==> config.mk <==
export PLATFORM = sky130hd
export DESIGN_NAME = glb_bank_sram_ctrl
export DESIGN_NICKNAME = d
export VERILOG_FILES = /design/src/rtl/glb_bank_sram_ctrl.sv
export SDC_FILE = /design/constraint.sdc
export NUM_CORES = 1
export LEC_CHECK = 0
export CAP_MARGIN = 25
export CORE_MARGIN = 2
export CORE_UTILIZATION = 46
export DETAILED_ROUTE_END_ITERATION = 8
export GPL_TIMING_DRIVEN = 0
export PLACE_DENSITY = 0.86
export SLEW_MARGIN = 20
export SYNTH_ARGS = -nofsm -noshare
export SYNTH_HDL_FRONTEND = slang
export SYNTH_SLANG_ARGS = --single-unit
export TNS_END_PERCENT = 100
==> constraint.sdc <==
create_clock -name clk -period 3.1 [get_ports clk]
set_clock_uncertainty 0.15 [all_clocks]
set_input_delay 0.62 -clock clk [delete_from_list [all_inputs] [get_ports clk]]
set_output_delay 0.62 -clock clk [all_outputs]
set_load 0.05 [all_outputs]
==> src/rtl/glb_bank_sram_ctrl.sv <==
// Initiator side of the GLB bank SRAM port: arbitrates write and read-request streams onto
// the single active-low macro port and returns read data through a credit-protected FIFO.
module glb_bank_sram_ctrl #(
  parameter int DATA_WIDTH      = 64,
  parameter int ADDR_WIDTH      = 14,
  parameter int SRAM_RD_LATENCY = 2,
  parameter int RD_FIFO_DEPTH   = 4
) (
  input  logic                                 clk,
  input  logic                                 reset_n,
  input  logic                                 wr_valid,
  output logic                                 wr_ready,
  input  logic [ADDR_WIDTH-1:0]                wr_addr,
  input  logic [DATA_WIDTH-1:0]                wr_data,
  input  logic [DATA_WIDTH/8-1:0]              wr_strb,
  input  logic                                 rd_req_valid,
  output logic                                 rd_req_ready,
  input  logic [ADDR_WIDTH-1:0]                rd_req_addr,
  output logic                                 rd_resp_valid,
  input  logic                                 rd_resp_ready,
  output logic [DATA_WIDTH-1:0]                rd_resp_data,
  output logic                                 sram_ceb,
  output logic                                 sram_web,
  output logic [DATA_WIDTH-1:0]                sram_bweb,
  output logic [ADDR_WIDTH-1:0]                sram_a,
  output logic [DATA_WIDTH-1:0]                sram_d,
  input  logic [DATA_WIDTH-1:0]                sram_q,
  output logic                                 dbg_last_grant,
  output logic [$clog2(RD_FIFO_DEPTH+1)-1:0]   dbg_credit
);

  localparam int STRB_W = DATA_WIDTH / 8;
  localparam int PTR_W  = $clog2(RD_FIFO_DEPTH);
  localparam int CRED_W = $clog2(RD_FIFO_DEPTH + 1);
  localparam logic [PTR_W:0]    PTR_ONE  = 1;
  localparam logic [CRED_W-1:0] CRED_ONE = 1;
  localparam logic [CRED_W-1:0] CRED_RST = CRED_W'(RD_FIFO_DEPTH);

  // Handshake: a transfer happens on a rising clk edge where valid && ready.
  // Readys depend only on the valids, credits and last_grant, never the reverse.
  typedef enum logic {GRANT_WR = 1'b0, GRANT_RD = 1'b1} grant_e;

  grant_e                    last_q, last_d;
  logic                      grant_wr, grant_rd, rd_eligible;
  logic [CRED_W-1:0]         credit_q;
  logic [DATA_WIDTH-1:0]     wr_bweb;
  logic [SRAM_RD_LATENCY-1:0] rd_pipe_q;
  logic [DATA_WIDTH-1:0]     fifo_mem [RD_FIFO_DEPTH];
  logic [PTR_W:0]            wptr_q, rptr_q;
  logic                      fifo_empty, fifo_full, fifo_push, fifo_pop;

  always_ff @(posedge clk or negedge reset_n) begin
    if (!reset_n) last_q <= GRANT_WR;
    else          last_q <= last_d;
  end

  always_comb begin
    grant_wr    = 1'b0;
    grant_rd    = 1'b0;
    last_d      = last_q;
    rd_eligible = rd_req_valid && (credit_q != '0);
    if (reset_n) begin
      if (wr_valid && rd_eligible) begin
        if (last_q == GRANT_WR) grant_rd = 1'b1;
        else                    grant_wr = 1'b1;
      end else if (wr_valid) begin
        grant_wr = 1'b1;
      end else if (rd_eligible) begin
        grant_rd = 1'b1;
      end
    end
    if (grant_wr)      last_d = GRANT_WR;
    else if (grant_rd) last_d = GRANT_RD;
  end

  assign wr_ready       = grant_wr;
  assign rd_req_ready   = grant_rd;
  assign dbg_last_grant = last_q;
  assign dbg_credit     = credit_q;

  always_comb begin
    wr_bweb = '1;
    for (int b = 0; b < STRB_W; b++) wr_bweb[8*b +: 8] = {8{~wr_strb[b]}};
  end

  // A write with no enabled bytes is accepted but never reaches the macro.
  always_ff @(posedge clk or negedge reset_n) begin
    if (!reset_n) begin
      sram_ceb  <= 1'b1;
      sram_web  <= 1'b1;
      sram_bweb <= '1;
      sram_a    <= '0;
      sram_d    <= '0;
    end else if (grant_wr && (wr_strb != '0)) begin
      sram_ceb  <= 1'b0;
      sram_web  <= 1'b0;
      sram_bweb <= wr_bweb;
      sram_a    <= wr_addr;
      sram_d    <= wr_data;
    end else if (grant_rd) begin
      sram_ceb  <= 1'b0;
      sram_web  <= 1'b1;
      sram_bweb <= '1;
      sram_a    <= rd_req_addr;
    end else begin
      sram_ceb  <= 1'b1;
      sram_web  <= 1'b1;
      sram_bweb <= '1;
    end
  end

  always_ff @(posedge clk or negedge reset_n) begin
    if (!reset_n) begin
      rd_pipe_q <= '0;
    end else begin
      rd_pipe_q[0] <= grant_rd;
      for (int i = 1; i < SRAM_RD_LATENCY; i++) rd_pipe_q[i] <= rd_pipe_q[i-1];
    end
  end

  assign fifo_push     = rd_pipe_q[SRAM_RD_LATENCY-1];
  assign fifo_empty    = (wptr_q == rptr_q);
  assign fifo_full     = (wptr_q[PTR_W] != rptr_q[PTR_W]) &&
                         (wptr_q[PTR_W-1:0] == rptr_q[PTR_W-1:0]);
  assign rd_resp_valid = !fifo_empty;
  assign fifo_pop      = rd_resp_valid && rd_resp_ready;
  assign rd_resp_data  = fifo_mem[rptr_q[PTR_W-1:0]];

  always_ff @(posedge clk) begin
    if (fifo_push) fifo_mem[wptr_q[PTR_W-1:0]] <= sram_q;
  end

  always_ff @(posedge clk or negedge reset_n) begin
    if (!reset_n) begin
      wptr_q <= '0;
      rptr_q <= '0;
    end else begin
      if (fifo_push) wptr_q <= wptr_q + PTR_ONE;
      if (fifo_pop)  rptr_q <= rptr_q + PTR_ONE;
    end
  end

  // Credits cover FIFO slots plus reads still in the macro pipe.
  always_ff @(posedge clk or negedge reset_n) begin
    if (!reset_n)                  credit_q <= CRED_RST;
    else if (grant_rd && !fifo_pop) credit_q <= credit_q - CRED_ONE;
    else if (!grant_rd && fifo_pop) credit_q <= credit_q + CRED_ONE;
  end

  a_no_fifo_overflow: assert property (@(posedge clk) disable iff (!reset_n)
    !(fifo_push && fifo_full && !fifo_pop));

endmodule

==> run metrics, run 1 <==
status complete, no violations; CP cell instances clkbuf_4 -> buf_4 -> mux4_2 -> dlygate4sd2_1; Leak Pwr just over 0.007 µW; share of the synthesized area in the top cell type between 50% and 60%; DRC 0; count of input and output buffers ~380; layout cells sized above 1 about a third; CP Launch Type flip-flop; gr ovfl total 0; VDD IR-drop max 0.578 mV; Cell Pwr Density about 950 nW/µm²; initial antenna violation count 9; GPL Wtd Cong around 0.83; most frequent cells in the layout 316 x clkdlybuf4s50_1, 256 x edfxtp_1, 89 x dfrtp_1; Ys Warns 0; Starting Density 46.4%; r2r worst-path depth 10; CORE AREA about 29000 µm²; 1st-iter DRT viols between 400 and 500; Synth cell types 29; DR top layer met4; CTS Buffer Depth 3; Syn-to-layout area delta 40.9%; Boundary Pins about 380; Synth area leader edfxtp_1; clock sink count between 300 and 400; Final Core Density 65.4%; worst hold path type primary input to asynchronous set/reset pin; Final Setup Violations 0; Nets between 1000 and 1500; MaxCap Viol Count 0; Slew HR 46.1%; syn_nets around 820; CTS H-tree depth 2; hold_ws roughly 0.023 ns; Setup WS post-layout 0.0877 ns; CTS tree done; Hold Fails Final Rpt 0; drt wl/cell between 20 and 25 µm; Final Non-Filler Cells 1509; worst-margin pin slew 0.805 ns; largest stage delay on the critical path between 0.4 and 0.5 ns; Top delay family on crit path buffers and inverters; Mapped Area 13600 µm²; total number of vias roughly 7600; Avg Cell Area, Syn about 21 µm²; CP Class flip-flop to primary output; unrepaired setup endpoints after global routing yes; Crit path depth 4; all-layer global routing usage 21.9%; Final Max Tran Viols 0; Die W 176 µm; Clock transition at path regs roughly 0.060 ns; Die Ht 176 µm; vias per inst 5.06; min cycle time layout around 3.0 ns; num rows 63; commonest non-fill, non-tap cell in the layout clkdlybuf4s50_1; DR WL met2 between 15 and 20 mm; first-pass iteration count of the detailed router 4; Clock Tree Root clkbuf_16; Seq cells post-synth between 300 and 400; vias in the first global route roughly 8300; cts bufs inserted 39; Cells after DPL ~1400; period utilization a little over nine tenths; CP max FO 10; CP Data Required Time 2.33 ns; CP endpoint kind primary output; drt total wl ~34 mm; Final HPWL DP approximately 23 mm; metal1 wirelength around 12 mm; Buffers & Inverters on Critical Path 3; first-pass GRT wire length 50.1 mm; largest net degree at the start of global routing 47; postcts setup bufs 0; Seq/Total Area, Yosys 74.8%; top cells by area, synth edfxtp_1 56%, dfrtp_1 16%, mux4_2 11%; full die area slightly above 30000 µm²; Fillers just under 2000; wire length on met3 3.38 mm; Worst-Skew Late Latency 0.51 ns; CP max stage cell dlygate4sd2_1; Post-DRT Antenna Nets 0; total power around 18000 µW; pre-CTS setup slack -0.621 ns; synthesized instance count 647; Fmax around 330 MHz; WP data arrival about 2.2 ns
==> final cells by class <==
class | count | area (µm²) | area share, %
timing repair buffer | 392 | 3830 | 19.9
inverter | 6 | 22.5 | 0.117
clock inverter | 15 | 123 | 0.638
multi-input combinational | 205 | 2880 | 15.0
tap | 390 | 488 | 2.54
sequential | 356 | 10200 | 53.1
antenna | 12 | 30.0 | 0.156
clock buffer | 54 | 1030 | 5.37
buffer | 79 | 617 | 3.21
==> per-layer routing <==
metal,up-vias,global-route usage (%)
li1,3362,-
met1,3879,24.9
met2,338,37.5
met3,56,8.27
met4,0,8.92
met5,-,0
==> worst paths after layout <==
check / to / slack, ns / from
worst max-delay path: rd_resp_data[61] / 0.09 / rptr_q[1]
worst min-delay path: sram_a[7] / 0.02 / reset_n
worst max register to register: dbg_credit[2] / 0.60 / dbg_credit[2]
worst min register to register: rd_pipe_q[1] / 0.20 / rd_pipe_q[0]
max in group asynchronous: sram_d[10] / 1.50 / reset_n
min in group clk: rd_pipe_q[1] / 0.20 / rd_pipe_q[0]
==> logic make-up after synthesis <==
kind of cell / Yosys count / share of synthesized area (%)
DFF: 356 / 74.8
muxes: 158 / 18.6
buffers and inverters: 86 / 4.20
and+or+nand+nor: 24 / 0.825
xor gates and xnor gates: 10 / 0.642
adders and majority gates: 7 / 0.697
AOI/OAI and AO/OA: 6 / 0.321
==> worst register-to-register path: cells and delay by family, from the launching register on <==
family	cells	cell delay [ns]
simple gates	2	0.26
compound gates	1	0.19
buf+inv	3	0.37
flops	1	0.56
xor+xnor	2	0.32
fa+ha+maj	2	0.57
==> power breakdown <==
| part | switching [µW] | internal, µW | total [µW] |
|---|---|---|---|
| Combinational | 5000 | 2750 | 7750 |
| Clock | 1760 | 2490 | 4250 |
| Sequential | 352 | 5840 | 6190 |
==> metrics by stage <==
step                TNS [ns]  instance area, µm²
floorplan                  0               13600
global placement     -745.99               18000
detailed placement    -19.03               18100
CTS                   -0.763               19500
global route        -0.00903               19200
finish                     0               19200
==> registers in the layout, summed over array words and instances (netlist names) <==
signal          cells
fifo_mem          256
sram_d             64
sram_a             14
sram_bweb           8
dbg_credit          3
rptr_q              3
wptr_q              3
rd_pipe_q           2
dbg_last_grant      1
sram_ceb            1
sram_web            1
==> repair_timing <==
item                       4_1_cts  5_1_grt
setup endpoints to repair       66       57
pin swaps                        0        0
gates resized for setup        178       97
hold endpoints to repair        43        0
gates cloned                     1        0
hold buffers                     3        0
==> synth_stat cells, drive strengths merged <==
| cell type | n |
|---|---|
| mux2 | 93 |
| dfstp | 11 |
| a31oi | 1 |
| and2 | 4 |
| o211a | 1 |
| nor2 | 2 |
| o311a | 1 |
| mux4 | 64 |
| buf | 76 |
| o21ai | 1 |
| nand2 | 14 |
| xnor2 | 6 |
| mux2i | 1 |
| edfxtp | 256 |
| o31ai | 1 |
| inv | 6 |
| a21oi | 1 |
| nand3 | 2 |
| nor4 | 2 |
| clkbuf | 4 |
| ha | 6 |
| xor2 | 4 |
| dfrtp | 89 |
| fa | 1 |
Power figures use the tool's default switching activity.
==> run 2: changes to the inputs <==
CAP_MARGIN = 10   (was 25)
CTS_CLUSTER_DIAMETER = 40   (was default)
SKIP_LAST_GASP = 1   (was default)
==> run metrics, run 2 (synthesis results as in run 1) <==
CORE AREA 29400 µm²; initial antenna violation count 9; num rows 63; CTS H-tree depth 2; vias in the first global route 8475; WP data arrival roughly 2.2 ns; Largest register FFs about 260; period utilization a little over nine tenths; Critical R2R Launch dbg_credit[2]; hold_ws approximately 0.044 ns; layout cells sized above 1 35.4%; min cycle time layout between 2 and 3 ns; CP Data Required Time approximately 2.3 ns; Clock transition at path regs 0.06 ns; largest net degree at the start of global routing 47; most frequent cells in the layout 316 x clkdlybuf4s50_1, 256 x edfxtp_1, 88 x dfrtp_1; MaxCap Viol Count 0; pre-CTS setup slack -0.621 ns; Die Ht 176 µm; first-pass iteration count of the detailed router 5; postcts setup bufs 0; CTS tree done; drt total wl around 35 mm; Final HPWL DP 23.2 mm; DRC 0; CP endpoint kind primary output; r2r worst-path depth 10; drt wl/cell about 23 µm; GPL Wtd Cong 0.826; Hold Fails Final Rpt 0; Worst-Skew Late Latency ~0.52 ns; Cell Pwr Density about 970 nW/µm²; CTS Buffer Depth 3; worst hold path type primary input to asynchronous set/reset pin; multi-input logic area 2880 µm²; commonest non-fill, non-tap cell in the layout clkdlybuf4s50_1; worst-margin pin slew 0.774 ns; Nets around 1300; FF/Latch Area around 10000 µm²; Sum Neg Setup Slack 0 ns; Post-DRT Antenna Nets 0; cts bufs inserted 47; setup slack, reg-to-reg approximately 0.56 ns; Syn-to-layout area delta 43.1%; Fillers 1913; count of input and output buffers 383; reg-to-reg critical path endpoint dbg_credit[2]; first-pass GRT wire length 51.2 mm; Final Core Density roughly 66%; Fmax between 300 and 400 MHz; Boundary Pins between 300 and 400; Die W about 180 µm; Slew HR 48.2%; clock sink count 356; VDD IR-drop max between 0.7 and 0.8 mV; full die area ~31000 µm²; Leak Pwr between 0.007 and 0.008 µW; total number of vias around 7700; status complete, no violations; all-layer global routing usage about 22%; gr ovfl total 0; Setup WS post-layout around 0.12 ns; CP Class flip-flop to primary output; CP Launch Type flip-flop; Final Max Tran Viols 0; total power between 15000 and 20000 µW; unrepaired setup endpoints after global routing no; Final Setup Violations 0; Starting Density 46.4%; Clock Tree Root clkbuf_16; CP max FO 10; vias per inst 5.06; 1st-iter DRT viols between 500 and 600
==> run 2: changes by cell type in the layout (fill, tap and decap cells not counted), moves of 2 or more <==
cell,previous run,this run
clkbuf_1,15,6
clkbuf_16,39,47
clkbuf_2,10,15
clkdlybuf4s15_2,7,9
clkinv_1,7,4
clkinv_4,0,8
clkinvlp_4,1,7
dlygate4sd2_1,13,7
inv_6,1,6
inv_8,0,2
==> run 2: layer usage <==
metal  up-vias  GRT usage [%]  part of all wire, %
li1       3390              -                    -
met5         -              0                    0
met3        55           8.51                  9.5
met2       320           39.2                   53
met4         0           7.92                  2.5
met1      3961           24.7                   35
==> run 2: per-stage QoR <==
stage,area [µm²],cells
detailed placement,18100,1425
CTS,19800,1516
global route,19500,1526
global placement,18000,1420
finish,19500,1526
floorplan,13600,647
==> run 2: layout make-up <==
type	count	area share, %
antenna	11	0.141
sequential	356	52.2
clock buffer	53	6.14
buffer	79	3.14
timing repair buffer	393	19.6
tap	390	2.50
multi-input combinational	205	14.8
inverter	6	0.115
clock inverter	33	1.37
==> run 2: worst max path at each step <==
stage | from | end | slack (ns)
6_report | rptr_q[1] | rd_resp_data[58] | 0.12
3_3_place_gp | reset_n | rd_req_ready | -4.12
3_5_place_dp | reset_n | rd_req_ready | -0.62
5_1_grt | rptr_q[1] | rd_resp_data[58] | 0.009
2_1_floorplan | dbg_credit[0] | dbg_credit[2] | 0.26
4_1_cts | rptr_q[1] | rd_resp_data[23] | -0.15
==> run 2: critical path, stage by stage, from the launching register on <==
cell           delay, ns
dfrtp_1             0.43
clkbuf_4            0.28
buf_4               0.23
mux4_2              0.31
dlygate4sd2_1       0.43
==> run 2: timing repair <==
item                       4_1_cts  5_1_grt
setup endpoints to repair       66       57
gates resized for setup        185      100
cloned                           1        0
hold endpoints to repair        43        0
hold buffers                     4        0
==> run 2: power by group <==
| group | internal (µW) | leakage (µW) | total [µW] | switching [µW] |
|---|---|---|---|---|
| Sequential | 5840 | 0.00348 | 6190 | 348 |
| Clock | 2920 | 0.000700 | 5000 | 2070 |
| Combinational | 2740 | 0.00303 | 7750 | 5010 |
==> run 3: changes to the inputs <==
CORE_UTILIZATION = 48   (was 46)
PLACE_DENSITY = 0.89   (was 0.86)
==> run metrics, run 3 (synthesis results as in run 1) <==
status complete, no violations; unrepaired setup endpoints after global routing no; drt wl/cell 23.9 µm; WP data arrival ~2.2 ns; Starting Density between 40% and 50%; Fillers roughly 1700; Cells after DPL between 1000 and 1500; Final Core Density between 70% and 80%; Hold Fails Final Rpt 0; Buffers & Inverters on Critical Path 3; Nets 1261; largest net degree at the start of global routing 43; r2r worst-path depth 10; num rows ~60; gr ovfl total 0; layout cells sized above 1 about a third; initial antenna violation count 10; count of input and output buffers around 380; CP cell instances buf_8 -> buf_6 -> mux4_2 -> clkdlybuf4s15_2; FF/Latch Area about 10000 µm²; Post-DRT Antenna Nets 0; MaxCap Viol Count 0; period utilization 96.8%; Final HPWL DP 23.6 mm; Syn-to-layout area delta 45.1%; most frequent cells in the layout 316 x clkdlybuf4s50_1, 256 x edfxtp_1, 88 x dfrtp_1; worst-margin pin slew roughly 0.86 ns; CP Data Required Time around 2.3 ns; Largest register FFs between 200 and 300; clock sink count approximately 360; min cycle time layout approximately 3.0 ns; Worst-Skew Late Latency 0.54 ns; CP Launch Type flip-flop; VDD IR-drop max between 0.7 and 0.8 mV; Top delay family on crit path buffers and inverters; first-pass GRT wire length around 53 mm; first-pass iteration count of the detailed router 4; CP max stage cell mux4_2; commonest non-fill, non-tap cell in the layout clkdlybuf4s50_1; cell area after layout 19800 µm²; Leak Pwr 0.00728 µW; multi-input logic area 2880 µm²; 1st-iter DRT viols 464; Fmax roughly 330 MHz; CP endpoint kind primary output; Final Setup Violations 0; CTS Buffer Depth 3; CTS tree done; Critical R2R Launch dbg_credit[2]; vias per inst around 5.2; GPL Wtd Cong 0.833; DRC 0; Boundary Pins roughly 380; cts bufs inserted 44; Cell Area, Placed ~18000 µm²; all-layer global routing usage between 20% and 30%; Crit path depth 4; reg-to-reg critical path endpoint dbg_credit[2]; largest stage delay on the critical path 0.53 ns; Cell Pwr Density ~990 nW/µm²; Die Ht ~170 µm; setup slack, reg-to-reg around 0.40 ns; total number of vias between 7000 and 8000; Clock transition at path regs about 0.070 ns; Clock Tree Root clkbuf_16; postcts setup bufs 0; total power slightly below 20000 µW; CP max FO 10; worst hold path type primary input to asynchronous set/reset pin; Sum Neg Setup Slack 0 ns; Final Non-Filler Cells 1505; CP Class flip-flop to primary output; full die area about 30000 µm²; CTS H-tree depth 2; vias in the first global route 8665; Final Max Tran Viols 0; drt total wl between 30 and 40 mm; Slew HR 42.7%; CORE AREA 27900 µm²; Die W between 150 and 200 µm
## run 3: cell count changes in the layout (fill, tap and decap cells not counted), moves of 5 or more
| cell | previous run | this run |
|---|---|---|
| dlygate4sd2_1 | 7 | 12 |
| bufinv_16 | 1 | 7 |
| buf_2 | 42 | 16 |
| clkdlybuf4s15_2 | 9 | 44 |
| clkinvlp_4 | 7 | 2 |
| clkbuf_2 | 15 | 1 |
| clkinv_4 | 8 | 3 |
## run 3: timing repair
action	4_1_cts	5_1_grt
setup endpoints to repair	66	44
hold buffers	4	0
resized for setup	216	6
cloned	1	0
hold endpoints to repair	42	0
## run 3: worst register-to-register path, delay by kind of cell (launching register included)
kind,cells,cell delay (ns)
flops,1,0.57
compound gates,1,0.20
buf+inv,3,0.44
fa+ha+maj,2,0.65
simple gates,2,0.28
xor+xnor,2,0.35
## run 3: final cells by class
class,count,area share [%]
timing repair buffer,393,20.5
tap,378,2.39
sequential,356,51.5
buffer,79,3.10
clock buffer,50,5.89
inverter,6,0.114
multi-input combinational,205,14.5
antenna,9,0.114
clock inverter,29,1.88
## run 3: how the worst max path moves through the flow
stage                              from          endpoint  slack (ns)
after CTS                     rptr_q[0]  rd_resp_data[42]       -0.02
after global routing          rptr_q[0]  rd_resp_data[17]       0.003
after global placement          reset_n      rd_req_ready       -4.16
after detailed placement        reset_n      rd_req_ready       -0.66
final                         rptr_q[0]  rd_resp_data[24]         0.1
after floorplan           dbg_credit[0]     dbg_credit[2]        0.26
## run 3: through the flow
step                setup slack, ns  hold slack, ns
floorplan                     0.261           0.174
global placement              -4.16           0.183
detailed placement           -0.663           0.194
CTS                         -0.0152          0.0203
global route                0.00336          0.0277
finish                       0.0984          0.0328
## run 3: layer usage
layer	vias to the layer above	part of all wire (%)	track usage, %	wire (µm)
met4	4	4.1	9.83	1460
met1	3944	36	27.3	12900
met3	92	8.9	7.89	3190
met5	-	0.075	0	27
met2	343	51	41.5	18400
li1	3370	-	-	-
## run 3: power breakdown
group	switching, µW	internal (µW)	leakage (µW)
clock	2010	3320	0.000746
combinational	5080	2930	0.00306
sequential	370	5840	0.00348
